### config.mk
export PLATFORM = sky130hd
export DESIGN_NAME = fetch_pc_unit_flat
export DESIGN_NICKNAME = d
export VERILOG_FILES = /design/src/rtl/fetch_pc_unit_if.sv /design/src/rtl/fetch_pc_unit.sv /design/src/flat_wrapper.sv
export SDC_FILE = /design/constraint.sdc
export NUM_CORES = 1
export LEC_CHECK = 0
export CAP_MARGIN = 5
export CORE_UTILIZATION = 42
export CTS_CLUSTER_DIAMETER = 30
export DETAILED_ROUTE_END_ITERATION = 8
export MAX_ROUTING_LAYER = met4
export PLACE_DENSITY = 0.86
export SLEW_MARGIN = 20
export SYNTH_ARGS = -nofsm -noshare
export SYNTH_HDL_FRONTEND = slang
export SYNTH_SLANG_ARGS = --single-unit
### constraint.sdc
create_clock -name clk -period 2.9 [get_ports clk]
set_input_delay 0.29 -clock clk [delete_from_list [all_inputs] [get_ports clk]]
set_output_delay 0.29 -clock clk [all_outputs]
set_load 0.05 [all_outputs]
### src/rtl/fetch_pc_unit_if.sv
// fetch_pc_unit_if
// Bundles the fetch unit's datapath signals between the surrounding pipeline
// (master) and the fetch unit itself (slave).
//   Master -> slave : pc_sel, branch_pc, stall, imem_rdata
//   Slave -> master : imem_addr, if_id_pc, if_id_instr, if_id_valid,
//                     flush_id_ex, halted, misaligned
//                     (+ redirect_count, stall_count when FETCH_STATS_EN)
// Optional feature macro: FETCH_STATS_EN adds the two statistics counters.
interface fetch_pc_unit_if #(
  parameter int WIDTH = 9
);
  logic             pc_sel;
  logic [31:0]      branch_pc;
  logic             stall;
  logic [WIDTH-1:0] imem_addr;
  logic [31:0]      imem_rdata;
  logic [WIDTH-1:0] if_id_pc;
  logic [31:0]      if_id_instr;
  logic             if_id_valid;
  logic             flush_id_ex;
  logic             halted;
  logic             misaligned;
`ifdef FETCH_STATS_EN
  logic [31:0]      redirect_count;
  logic [31:0]      stall_count;
`endif

  modport master (
    output pc_sel, branch_pc, stall, imem_rdata,
    input  imem_addr, if_id_pc, if_id_instr, if_id_valid,
           flush_id_ex, halted, misaligned
`ifdef FETCH_STATS_EN
    , input redirect_count, stall_count
`endif
  );

  modport slave (
    input  pc_sel, branch_pc, stall, imem_rdata,
    output imem_addr, if_id_pc, if_id_instr, if_id_valid,
           flush_id_ex, halted, misaligned
`ifdef FETCH_STATS_EN
    , output redirect_count, stall_count
`endif
  );
endinterface

### src/rtl/fetch_pc_unit.sv
// fetch_pc_unit
// Instruction-fetch front end: owns the program counter, addresses the
// instruction memory, and registers the IF/ID stage. Handles load-use stalls,
// wrong-path flushes on branch redirects, and a terminal halt triggered by the
// redirect target 0xFFFFFFFF.
// Ports:
//   clk    - system clock, rising-edge
//   reset  - synchronous active-high reset
//   bus    - fetch_pc_unit_if.slave (redirect/stall in, imem address/data,
//            IF/ID outputs, flush, halted, sticky misaligned flag)
// Optional feature macro: FETCH_STATS_EN adds saturating redirect_count and
// stall_count outputs on the interface; without it they do not exist.
module fetch_pc_unit #(
  parameter int WIDTH = 9
) (
  input logic            clk,
  input logic            reset,
  fetch_pc_unit_if.slave bus
);

  typedef enum logic [1:0] {
    RESET_FILL = 2'd0,
    RUN        = 2'd1,
    HALT       = 2'd2
  } state_t;

  localparam logic [31:0] NOP = 32'h0000_0013;

  state_t           state;
  logic [WIDTH-1:0] pc;
  logic [WIDTH-1:0] id_pc;
  logic [31:0]      id_instr;
  logic             id_valid;
  logic             halted_q;
  logic             misaligned_q;

  logic             halt_ev;
  logic             redir_ev;
  logic [WIDTH-1:0] target;

  // The full 32-bit target is compared for the sentinel; only the low WIDTH
  // bits (word aligned) become the new PC.
  assign halt_ev  = bus.pc_sel && (bus.branch_pc == 32'hFFFF_FFFF);
  assign redir_ev = bus.pc_sel && !halt_ev;
  assign target   = {bus.branch_pc[WIDTH-1:2], 2'b00};

  assign bus.imem_addr   = pc;
  assign bus.if_id_pc    = id_pc;
  assign bus.if_id_instr = id_instr;
  assign bus.if_id_valid = id_valid;
  assign bus.halted      = halted_q;
  assign bus.misaligned  = misaligned_q;
  // Kills the instruction moving into ID/EX on any redirect, halt included.
  assign bus.flush_id_ex = bus.pc_sel && (state == RUN);

  // RESET_FILL fetches address 0 into IF/ID without advancing the PC, so the
  // first RUN cycle refetches 0 before stepping on.
  always_ff @(posedge clk) begin
    if (reset) begin
      state        <= RESET_FILL;
      pc           <= '0;
      id_pc        <= '0;
      id_instr     <= NOP;
      id_valid     <= 1'b0;
      halted_q     <= 1'b0;
      misaligned_q <= 1'b0;
    end else begin
      case (state)
        RESET_FILL: begin
          state    <= RUN;
          id_pc    <= pc;
          id_instr <= bus.imem_rdata;
          id_valid <= 1'b1;
        end
        RUN: begin
          if (halt_ev) begin
            state    <= HALT;
            halted_q <= 1'b1;
            id_valid <= 1'b0;
          end else if (redir_ev) begin
            // Redirect beats stall: the stalled instruction is wrong-path.
            pc       <= target;
            id_valid <= 1'b0;
            if (bus.branch_pc[1:0] != 2'b00) begin
              misaligned_q <= 1'b1;
            end
          end else if (!bus.stall) begin
            pc       <= pc + WIDTH'(4);
            id_pc    <= pc;
            id_instr <= bus.imem_rdata;
            id_valid <= 1'b1;
          end
        end
        HALT: begin
          id_valid <= 1'b0;
          halted_q <= 1'b1;
        end
        default: begin
          state <= RESET_FILL;
        end
      endcase
    end
  end

`ifdef FETCH_STATS_EN
  logic [31:0] redirect_cnt;
  logic [31:0] stall_cnt;

  assign bus.redirect_count = redirect_cnt;
  assign bus.stall_count    = stall_cnt;

  // Counters only move in RUN and saturate at all-ones.
  always_ff @(posedge clk) begin
    if (reset) begin
      redirect_cnt <= '0;
      stall_cnt    <= '0;
    end else if (state == RUN) begin
      if (redir_ev && (redirect_cnt != 32'hFFFF_FFFF)) begin
        redirect_cnt <= redirect_cnt + 32'd1;
      end
      if (bus.stall && !bus.pc_sel && (stall_cnt != 32'hFFFF_FFFF)) begin
        stall_cnt <= stall_cnt + 32'd1;
      end
    end
  end
`endif

endmodule

### src/flat_wrapper.sv
// flat-port wrapper written by rule: the top's interface ports become plain ports
module fetch_pc_unit_flat 
#(
  parameter int WIDTH = 9
)
  (clk, reset, bus_pc_sel, bus_branch_pc, bus_stall, bus_imem_rdata, bus_imem_addr, bus_if_id_pc, bus_if_id_instr, bus_if_id_valid, bus_flush_id_ex, bus_halted, bus_misaligned);
  fetch_pc_unit_if #(.WIDTH(WIDTH)) bus_i ();
  input logic clk;
  input logic reset;
  input wire logic [$bits(bus_i.pc_sel)-1:0] bus_pc_sel;
  input wire logic [$bits(bus_i.branch_pc)-1:0] bus_branch_pc;
  input wire logic [$bits(bus_i.stall)-1:0] bus_stall;
  input wire logic [$bits(bus_i.imem_rdata)-1:0] bus_imem_rdata;
  output wire logic [$bits(bus_i.imem_addr)-1:0] bus_imem_addr;
  output wire logic [$bits(bus_i.if_id_pc)-1:0] bus_if_id_pc;
  output wire logic [$bits(bus_i.if_id_instr)-1:0] bus_if_id_instr;
  output wire logic [$bits(bus_i.if_id_valid)-1:0] bus_if_id_valid;
  output wire logic [$bits(bus_i.flush_id_ex)-1:0] bus_flush_id_ex;
  output wire logic [$bits(bus_i.halted)-1:0] bus_halted;
  output wire logic [$bits(bus_i.misaligned)-1:0] bus_misaligned;
  assign bus_i.pc_sel = bus_pc_sel;
  assign bus_i.branch_pc = bus_branch_pc;
  assign bus_i.stall = bus_stall;
  assign bus_i.imem_rdata = bus_imem_rdata;
  assign bus_imem_addr = bus_i.imem_addr;
  assign bus_if_id_pc = bus_i.if_id_pc;
  assign bus_if_id_instr = bus_i.if_id_instr;
  assign bus_if_id_valid = bus_i.if_id_valid;
  assign bus_flush_id_ex = bus_i.flush_id_ex;
  assign bus_halted = bus_i.halted;
  assign bus_misaligned = bus_i.misaligned;
  fetch_pc_unit #(.WIDTH(WIDTH)) u_core (.clk(clk), .reset(reset), .bus(bus_i));
endmodule
# Word level (Yosys, flattened, before mapping)
# Cells that the tools add are included.
[word_totals]
reg_bits = 55
inputBits = 68
wordCells = 52
[op_classes]
bitwise = 2
n_reduce_logical = 15
addsub = 1
eq_ne = 9
mux = 18
[op_table]
columns = ["op", "count"]
rows = [
  ["32-bit two-way mux", 3],
  ["32-bit case mux with 2 select lines", 1],
  ["9-bit two-way mux", 5],
  ["32-bit equality test, second input constant", 1],
  ["9-bit case mux with 2 select lines", 1],
  ["9-bit by 3-bit adder with 9-bit output, second input constant", 1],
  ["4-bit AND reduction", 2],
  ["2-bit inequality test, second input constant", 3],
  ["2-bit case mux with 3 select lines", 1],
  ["2-bit AND reduction", 3],
  ["2-bit nonzero test", 3],
  ["1-bit two-way mux", 4],
  ["2-bit by 1-bit inequality test with 1-bit output, second input constant", 2],
  ["4-bit by 2-bit inequality test with 1-bit output, second input constant", 1],
  ["1-bit logical AND", 3],
  ["1-bit case mux with 3 select lines", 1],
  ["3-bit AND reduction", 1],
  ["3-bit nonzero test", 1],
  ["2-bit by 1-bit equality test with 1-bit output, second input constant", 1],
  ["2-bit equality test, second input constant", 1],
  ["2-bit zero test", 1],
  ["2-bit two-way mux", 1],
  ["1-bit NOT", 2],
  ["1-bit case mux with 2 select lines", 1],
  ["1-bit zero test", 1],
]

# Logic depth before layout (Yosys ltp)
# Gate-level depths: netlist of the first run.
[depth]
ltp_word = 7
ltp_mapped = 6
ltp_nobuf = 5

# Worst setup path before layout of the first run
# No wires, ideal clock.
[synth_path]
path_kind = "reg2reg"
startpoint = "reg u_core.state[1]"
endpoint = "reg u_core.pc[5], in the netlist u_core.bus.imem_addr[5]"
setup_slack_ps = 982
setup_time_ps = 132
stages_incl_launch_ff = 6
synth_period_minus_slack_ps = 1918
t_arrival_ps = 1786
path_cell_list = "dfxtp_1 > buf_6 > nand2b_1 > nor2_1 > a21boi_1 > o211ai_1"
[synth_between]
elab_chain_len = 2
[synth_rtl]
columns = ["element", "line_no", "source"]
rows = [
  ["start: declaration", "fetch_pc_unit.sv:29", "state_t state;"],
  ["start signal: assignment", "fetch_pc_unit.sv:60", "state <= RESET_FILL;"],
  ["start signal: assignment", "fetch_pc_unit.sv:70", "state <= RUN;"],
  ["start signal: assignment", "fetch_pc_unit.sv:77", "state <= HALT;"],
  ["2-bit by 1-bit equality test with 1-bit output", "fetch_pc_unit.sv:68", "case (state)"],
  ["3-bit AND reduction (no source line)", "n/a", ""],
  ["end signal: assignment", "fetch_pc_unit.sv:82", "pc <= target;"],
  ["end signal: assignment", "fetch_pc_unit.sv:88", "pc <= pc + WIDTH'(4);"],
  ["end: declaration", "fetch_pc_unit.sv:30", "logic [WIDTH-1:0] pc;"],
]
# No other way between the ends.
# A chain may end at the register's enable or synchronous reset.

# Final worst setup path of the first run
[layout_path]
startpoint = "reg u_core.state[0]"
endpoint = "out bus_flush_id_ex"
[layout_between]
elab_chain_len = 2
[layout_rtl]
columns = ["element", "line_no", "source"]
rows = [
  ["2-bit by 1-bit equality test with 1-bit output", "fetch_pc_unit.sv:54", "assign bus.flush_id_ex = bus.pc_sel && (state == RUN);"],
  ["1-bit logical AND", "fetch_pc_unit.sv:54", ""],
  ["end: declaration", "flat_wrapper.sv:18", "output wire logic [$bits(bus_i.flush_id_ex)-1:0] bus_flush_id_ex;"],
]
# No other way between the ends.

==> flow_summary_export.csv, run 1 <==
group,metric,value,unit
setup_path,reg2reg_slack,1.12,ns
clocking,clock-sinks,51,
route,route.layer.met1.wl,2600,um
yosys,yosys.cell_count.top_type,"nand2_1",
yosys,seq_area_frac_synth,45.6,%
min_path,timing.hold.worst_path_depth,2,
clocking,cts-root-to-sink-buffers,2,
setup_path,critPathMaxFanout,11,
route,top_layer,"met4",
power_and_ir_drop,power_per_cell_area,458,nW/um2
grt,grt_start_max_net_pins,40,
placement,post-place-ws,0.728,ns
min_path,holdCritStartpoint,"u_core.bus.if_id_pc[7]",
placement,post-dp-hpwl,4860,um
route,detail_route.first_pass.iterations,4,
layout,fill_cells,434,
sta,fin_worst_skew,0.00507,ns
setup_path,cp_cell_sequence,"nand2b_1, nor2_1, clkdlybuf4s50_1",
layout,share_of_layout_cells_above_drive_strength_1,5.19,%
clocking,cts_root_buf,"clkbuf_8",
sta,rsz0062_at_grt,"false",
min_path,hold_class,"reg -> reg",
yosys,post_synth_main_area_contributors,"dfxtp_1 46%, nand2_1 14%, a21oi_1 9.4%, nand4_1 3.4%, nor4_4 1.9%",
floorplanning,start_util,43.9,%
clocking,ctsHtreeMaxLevel,2,
sta,period_minus_slack,2.42,ns
grt,first_global_vias,2242,
layout,finalNetCount,453,
route,totalWireLength,6340,um
route,vias_per_cell,5.19,
power_and_ir_drop,ir_worst_vdd,364,uV
setup_path,path_class,"reg -> out",
sta,maxSlewHeadroom,64.9,%
clocking,clk-insertion-delay-late,0.29,ns
setup_path,timing.critical_path.from,"u_core.state[0]",
yosys,ys_ff_latch,51,
setup_path,crit_path_end_kind,"primary output",
sta,finalSetupViolCount,0,
yosys,synth_top_area_cell,"dfxtp_1",
yosys,syn-mean-instance-area,8.15,um2
sta,slew_viol_final,0,
setup_path,worst_setup_path_start_kind,"flip-flop",
clocking,holdBufCountCts,0,
setup_path,critical_path_arrival,2.13,ns
clocking,post_cts_resize_count,0,
route,drcViolationCount,0,
floorplanning,core.rowCount,26,
setup_path,timing.critical_path.required,2.61,ns
sta,tns,0,ns
yosys,synth.cell_area,2240,um2
yosys,synth-async-reset-ratio,0,%
clocking,cts_buffers,5,
setup_path,worstReg2RegEnd,"u_core.bus.imem_addr[6]",
layout,area_delta_synth_final,57.1,%
layout,n_antenna_cell,0,
yosys,netlist_instances,275,
setup_path,worst_path_max_stage_delay,0.85,ns
yosys,yosys_most_used_dff,"dfxtp_1",
setup_path,critical-path-slowest-cell,"clkdlybuf4s50_1",
sta,timing_worst_slew_pin_value,0.524,ns
grt,grt_overflow,0,
floorplanning,die_h,75.0,um
min_path,hold-path-endpoint,"u_core.bus.if_id_pc[7]",
route,routed_len_inst,13.9,um
route,met3_wirelength,382,um
floorplanning,num_io_pins,122,
yosys,synth.yosys.warnings,0,
clocking,post_cts_buffers,0,
yosys,synth_top_cell_area_share,45.6,%
layout,multi_input_comb_area,1100,um2
grt,grt.total_usage,24.1,%
clocking,worst_setup_hold_path_clk_slew,0.09,ns
clocking,cts_tree,"built",
sta,max_clock_freq,413,MHz
sta,final_hold_viol_count,0,
sta,post_route_worst_setup_slack,0.478,ns
layout,area.sequential,1020,um2
job,cap_viol_max_count,0,
outcome,outcome,"complete, no violations",
route,ant_nets,0,
route,drt_iter0_markers,119,
power_and_ir_drop,leakagePower,1.30,nW
grt,grt_pass1_wl,10000,um
yosys,yosys.cell_types.count,44,
placement,gpl.final_weighted_congestion,0.893,
placement,placement.io_buffers,117,
floorplanning,design.core.area,5110,um2
floorplanning,floorplan.die_area,5630,um2
setup_path,reg2regPathDepth,4,
yosys,synth_enable_flop_cells,0,
route,met2RoutedLength,3300,um
route,num_vias,2363,
floorplanning,die_w,75.0,um
sta,period_share,83.5,%
grt,initial_antenna_violation_count,0,
yosys,synth.top_cells.by_count,"83 x nand2_1, 51 x dfxtp_1, 42 x a21oi_1",
setup_path,r2r_start,"u_core.state[0]",
state kept, by name, indices dropped and copies added, names as in the netlist:
name and flops:
u_core.bus.if_id_valid 1, u_core.bus.imem_addr 7, u_core.state 2, u_core.bus.misaligned 1, u_core.bus.if_id_instr 32, u_core.bus.halted 1, u_core.bus.if_id_pc 7
cell families (layout without fill, tap and decap cells):
kind of cell / after synthesis / in the layout / share of synthesized area (%)
simple gates: 123 / 123 / 28.1
compound gates: 68 / 68 / 18.7
flops: 51 / 51 / 45.6
buf+inv: 30 / 137 / 6.53
fa+ha+maj: 1 / 1 / 0.558
other cells: 1 / 4 / 0.167
xor+xnor: 1 / 1 / 0.391
power breakdown:
group | total (mW) | switching (mW) | internal (mW) | leakage [nW]
combinational | 0.447 | 0.260 | 0.186 | 0.842
sequential | 0.772 | 0.0312 | 0.741 | 0.420
clock | 0.395 | 0.226 | 0.169 | 0.0412
total | 1.61 | 0.517 | 1.10 | 1.30
worst max path at each step:
| stage | end | slack, ns |
|---|---|---|
| 4_1_cts | bus_flush_id_ex | 0.47 |
| 6_report | bus_flush_id_ex | 0.48 |
| 3_5_place_dp | bus_flush_id_ex | 0.73 |
| 2_1_floorplan | u_core.bus.imem_addr[5] | 0.98 |
| 5_1_grt | bus_flush_id_ex | 0.34 |
| 3_3_place_gp | bus_flush_id_ex | 0.72 |
layout make-up:
type	instances	share of cell area [%]
clock buffers	6	2.06
clock inverters	2	0.355
inverters	7	0.747
multi-input cells	197	31.1
flip-flops and latches	51	29.0
well taps	70	2.49
repair buffers	122	34.2
metal layers:
layer / vias up / global-route usage [%]
met1: 1104 / 28.0
met4: 0 / 7.76
met3: 6 / 4.95
met2: 84 / 41.5
li1: 1169 / -
met5: - / -
critical path, delay by kind of cell, from the launching register on:
| family | cells | cell delay (ns) |
|---|---|---|
| buf+inv | 1 | 0.85 |
| simple gates | 2 | 0.39 |
| flops | 1 | 0.59 |
cells in the final DEF (no fill, tap or decap), types with 2 or more instances in the layout:
cell type	n
a311o_1	4
o2111ai_1	3
clkdlybuf4s50_1	116
a31oi_1	3
nand3_1	2
clkbuf_8	5
or4_4	2
conb_1	4
inv_1	7
o21ai_0	2
nor4_4	2
or3_1	2
nand4_1	12
a21oi_1	41
nor4b_1	2
buf_4	5
nor2b_1	2
nand3b_1	5
nand2_1	83
dfxtp_1	51
o211ai_1	3
nor2_1	3
stage by stage:
| step | power, mW | instance area, um2 | std cells | utilization (%) | hold WS (ns) |
|---|---|---|---|---|---|
| 3_5_place_dp | 1.24 | 3430 | 447 | 67.2 | 0.446 |
| 2_1_floorplan | 1.04 | 2250 | 278 | - | 0.414 |
| 4_1_cts | 1.63 | 3520 | 455 | 68.9 | 0.458 |
| 3_3_place_gp | 1.23 | 3430 | 447 | 67.2 | 0.436 |
| 6_report | 1.61 | 3520 | 455 | 68.9 | 0.457 |
| 5_1_grt | 1.69 | 3520 | 455 | 68.9 | 0.474 |
Power figures use the tool's default switching activity.
==> inputs of run 2 (changes only) <==
--- a/config.mk
+++ b/config.mk
@@ -6,11 +6,11 @@
 export NUM_CORES = 1
 export LEC_CHECK = 0
 export CAP_MARGIN = 5
-export CORE_UTILIZATION = 42
+export CORE_UTILIZATION = 35
 export CTS_CLUSTER_DIAMETER = 30
 export DETAILED_ROUTE_END_ITERATION = 8
 export MAX_ROUTING_LAYER = met4
-export PLACE_DENSITY = 0.86
+export PLACE_DENSITY = 0.76
 export SLEW_MARGIN = 20
 export SYNTH_ARGS = -nofsm -noshare
 export SYNTH_HDL_FRONTEND = slang
==> constraint.sdc (replaced) <==
create_clock -name clk -period 1.97 [get_ports clk]
set_input_delay 0.197 -clock clk [delete_from_list [all_inputs] [get_ports clk]]
set_output_delay 0.197 -clock clk [all_outputs]
set_load 0.05 [all_outputs]
==> flow_summary_export.csv, run 2 (same netlist as run 1, synthesis figures left out) <==
group,metric,value,unit
floorplanning,start_util,37.0,%
sta,rsz0062_at_grt,"false",
route,drt_iter0_markers,124,
power_and_ir_drop,leakagePower,1.36,nW
grt,grt_overflow,0,
power_and_ir_drop,switching_share,32.1,%
sta,max_clock_freq,545,MHz
outcome,outcome,"complete, no violations",
clocking,cts_root_buf,"clkbuf_8",
clocking,cts-root-to-sink-buffers,2,
power_and_ir_drop,internal-power,1.63,mW
route,routed_len_inst,13.9,um
clocking,cts_tree,"built",
floorplanning,die_w,82.0,um
route,num_vias,2345,
clocking,clock-sinks,51,
job,cap_viol_max_count,0,
placement,placedInstanceArea,3530,um2
setup_path,worst_setup_path_start_kind,"flip-flop",
sta,fin_worst_skew,0.00592,ns
power_and_ir_drop,pwr-share-comb,28.3,%
grt,first_global_vias,2135,
grt,grt_start_max_net_pins,40,
placement,gpl.final_weighted_congestion,0.863,
clocking,holdBufCountCts,0,
layout,finalNetCount,461,
min_path,hold_class,"in -> reg",
floorplanning,num_io_pins,122,
layout,fin_util,59.7,%
clocking,post_cts_resize_count,0,
placement,post-place-ws,0.00484,ns
setup_path,cp_cell_sequence,"clkdlybuf4s50_1",
setup_path,critical_path_buf_inv_count,1,
route,drcViolationCount,0,
route,vias_per_cell,5.01,
placement,numPlacedInstances,460,
setup_path,worst_path_max_stage_delay,0.86,ns
setup_path,critical-path-top-delay-family,"buffers and inverters",
sta,tns,0,ns
floorplanning,core.rowCount,28,
layout,fill_cells,547,
clocking,ctsHtreeMaxLevel,2,
grt,grt.total_usage,20.8,%
setup_path,path_class,"reg -> out",
setup_path,critPathMaxFanout,8,
sta,timing_worst_slew_pin_value,0.525,ns
power_and_ir_drop,clkPwrFrac,24.5,%
floorplanning,floorplan.die_area,6730,um2
setup_path,critical-path-slowest-cell,"clkdlybuf4s50_1",
layout,area.sequential,1020,um2
sta,post_route_worst_setup_slack,0.136,ns
clocking,worst_setup_hold_path_clk_slew,0.09,ns
sta,slew_viol_final,0,
layout,top_library_cells_by_usage_in_the_layout_fill_and_taps_aside,"114 x clkdlybuf4s50_1, 83 x nand2_1, 51 x dfxtp_1",
placement,post-dp-hpwl,4780,um
layout,largest_register_ffs,32,
placement,placement.io_buffers,117,
layout,post_layout_nonfiller_instances,468,
layout,final_design_area_no_fill,3620,um2
floorplanning,die_h,82.0,um
sta,finalSetupViolCount,0,
power_and_ir_drop,power.share.sequential,47.2,%
clocking,clk-insertion-delay-late,0.31,ns
floorplanning,design.core.area,6060,um2
setup_path,crit_path_end_kind,"primary output",
sta,period_share,93.1,%
power_and_ir_drop,ir_worst_vdd,476,uV
layout,mostFrequentLayoutCell,"clkdlybuf4s50_1",
clocking,post_cts_buffers,0,
clocking,cts_buffers,5,
setup_path,timing.critical_path.required,1.77,ns
layout,area_delta_synth_final,61.5,%
layout,multi_input_comb_area,1100,um2
sta,final_hold_viol_count,0,
power_and_ir_drop,power_per_cell_area,664,nW/um2
setup_path,reg2reg_slack,0.33,ns
sta,period_minus_slack,1.83,ns
route,totalWireLength,6480,um
sta,maxSlewHeadroom,64.9,%
layout,n_antenna_cell,0,
grt,grt_pass1_wl,10400,um
setup_path,critical_path_arrival,1.64,ns
power_and_ir_drop,switching_power,771,uW
route,detail_route.first_pass.iterations,4,
layout,share_of_layout_cells_above_drive_strength_1,7.63,%
route,ant_nets,0,
grt,initial_antenna_violation_count,0,
run 2: cell type report:
type / instances / area share, %
Sequential cell: 51 / 28.2
Tap cell: 75 / 2.59
Multi-Input combinational cell: 197 / 30.3
Clock inverter: 2 / 0.346
Timing Repair Buffer: 130 / 35.8
Inverter: 7 / 0.726
Clock buffer: 6 / 2.01
run 2: per-layer routing:
metal / vias to the layer above / track usage, % / routed length, um
li1: 1184 / - / -
met1: 1089 / 25.7 / 2940
met2: 65 / 33.6 / 3090
met3: 7 / 4.11 / 363
met4: 0 / 7.54 / 88
met5: - / - / 0
run 2: final timing paths:
kind,startpoint,end,cells past startpoint
worst min-delay path,reset,u_core.bus.if_id_instr[2],3
worst max register to register,u_core.state[1],u_core.bus.imem_addr[7],4
worst max-delay path,u_core.bus.imem_addr[7],bus_imem_addr[7],1
worst min register to register,u_core.bus.halted,u_core.bus.halted,2
run 2: metrics by stage:
stage / hold WS, ns / total power [mW]
global route: 0.339 / 2.53
detailed placement: 0.439 / 1.84
CTS: 0.316 / 2.44
floorplan: 0.321 / 1.53
global placement: 0.436 / 1.83
finish: 0.324 / 2.40
run 2: tightest hold or removal path, stage by stage:
cell     delay [ns]
buf_2          0.10
buf_4          0.24
a21oi_1        0.06
run 2: power groups by stage:
stage          Sequential, mW  Clock [mW]  Combinational (mW)
6_report                 1.13       0.588               0.680
5_1_grt                  1.14       0.663               0.722
4_1_cts                  1.13       0.621               0.684
3_5_place_dp             1.16           0               0.682
3_3_place_gp             1.15           0               0.677
2_1_floorplan            1.35           0               0.176
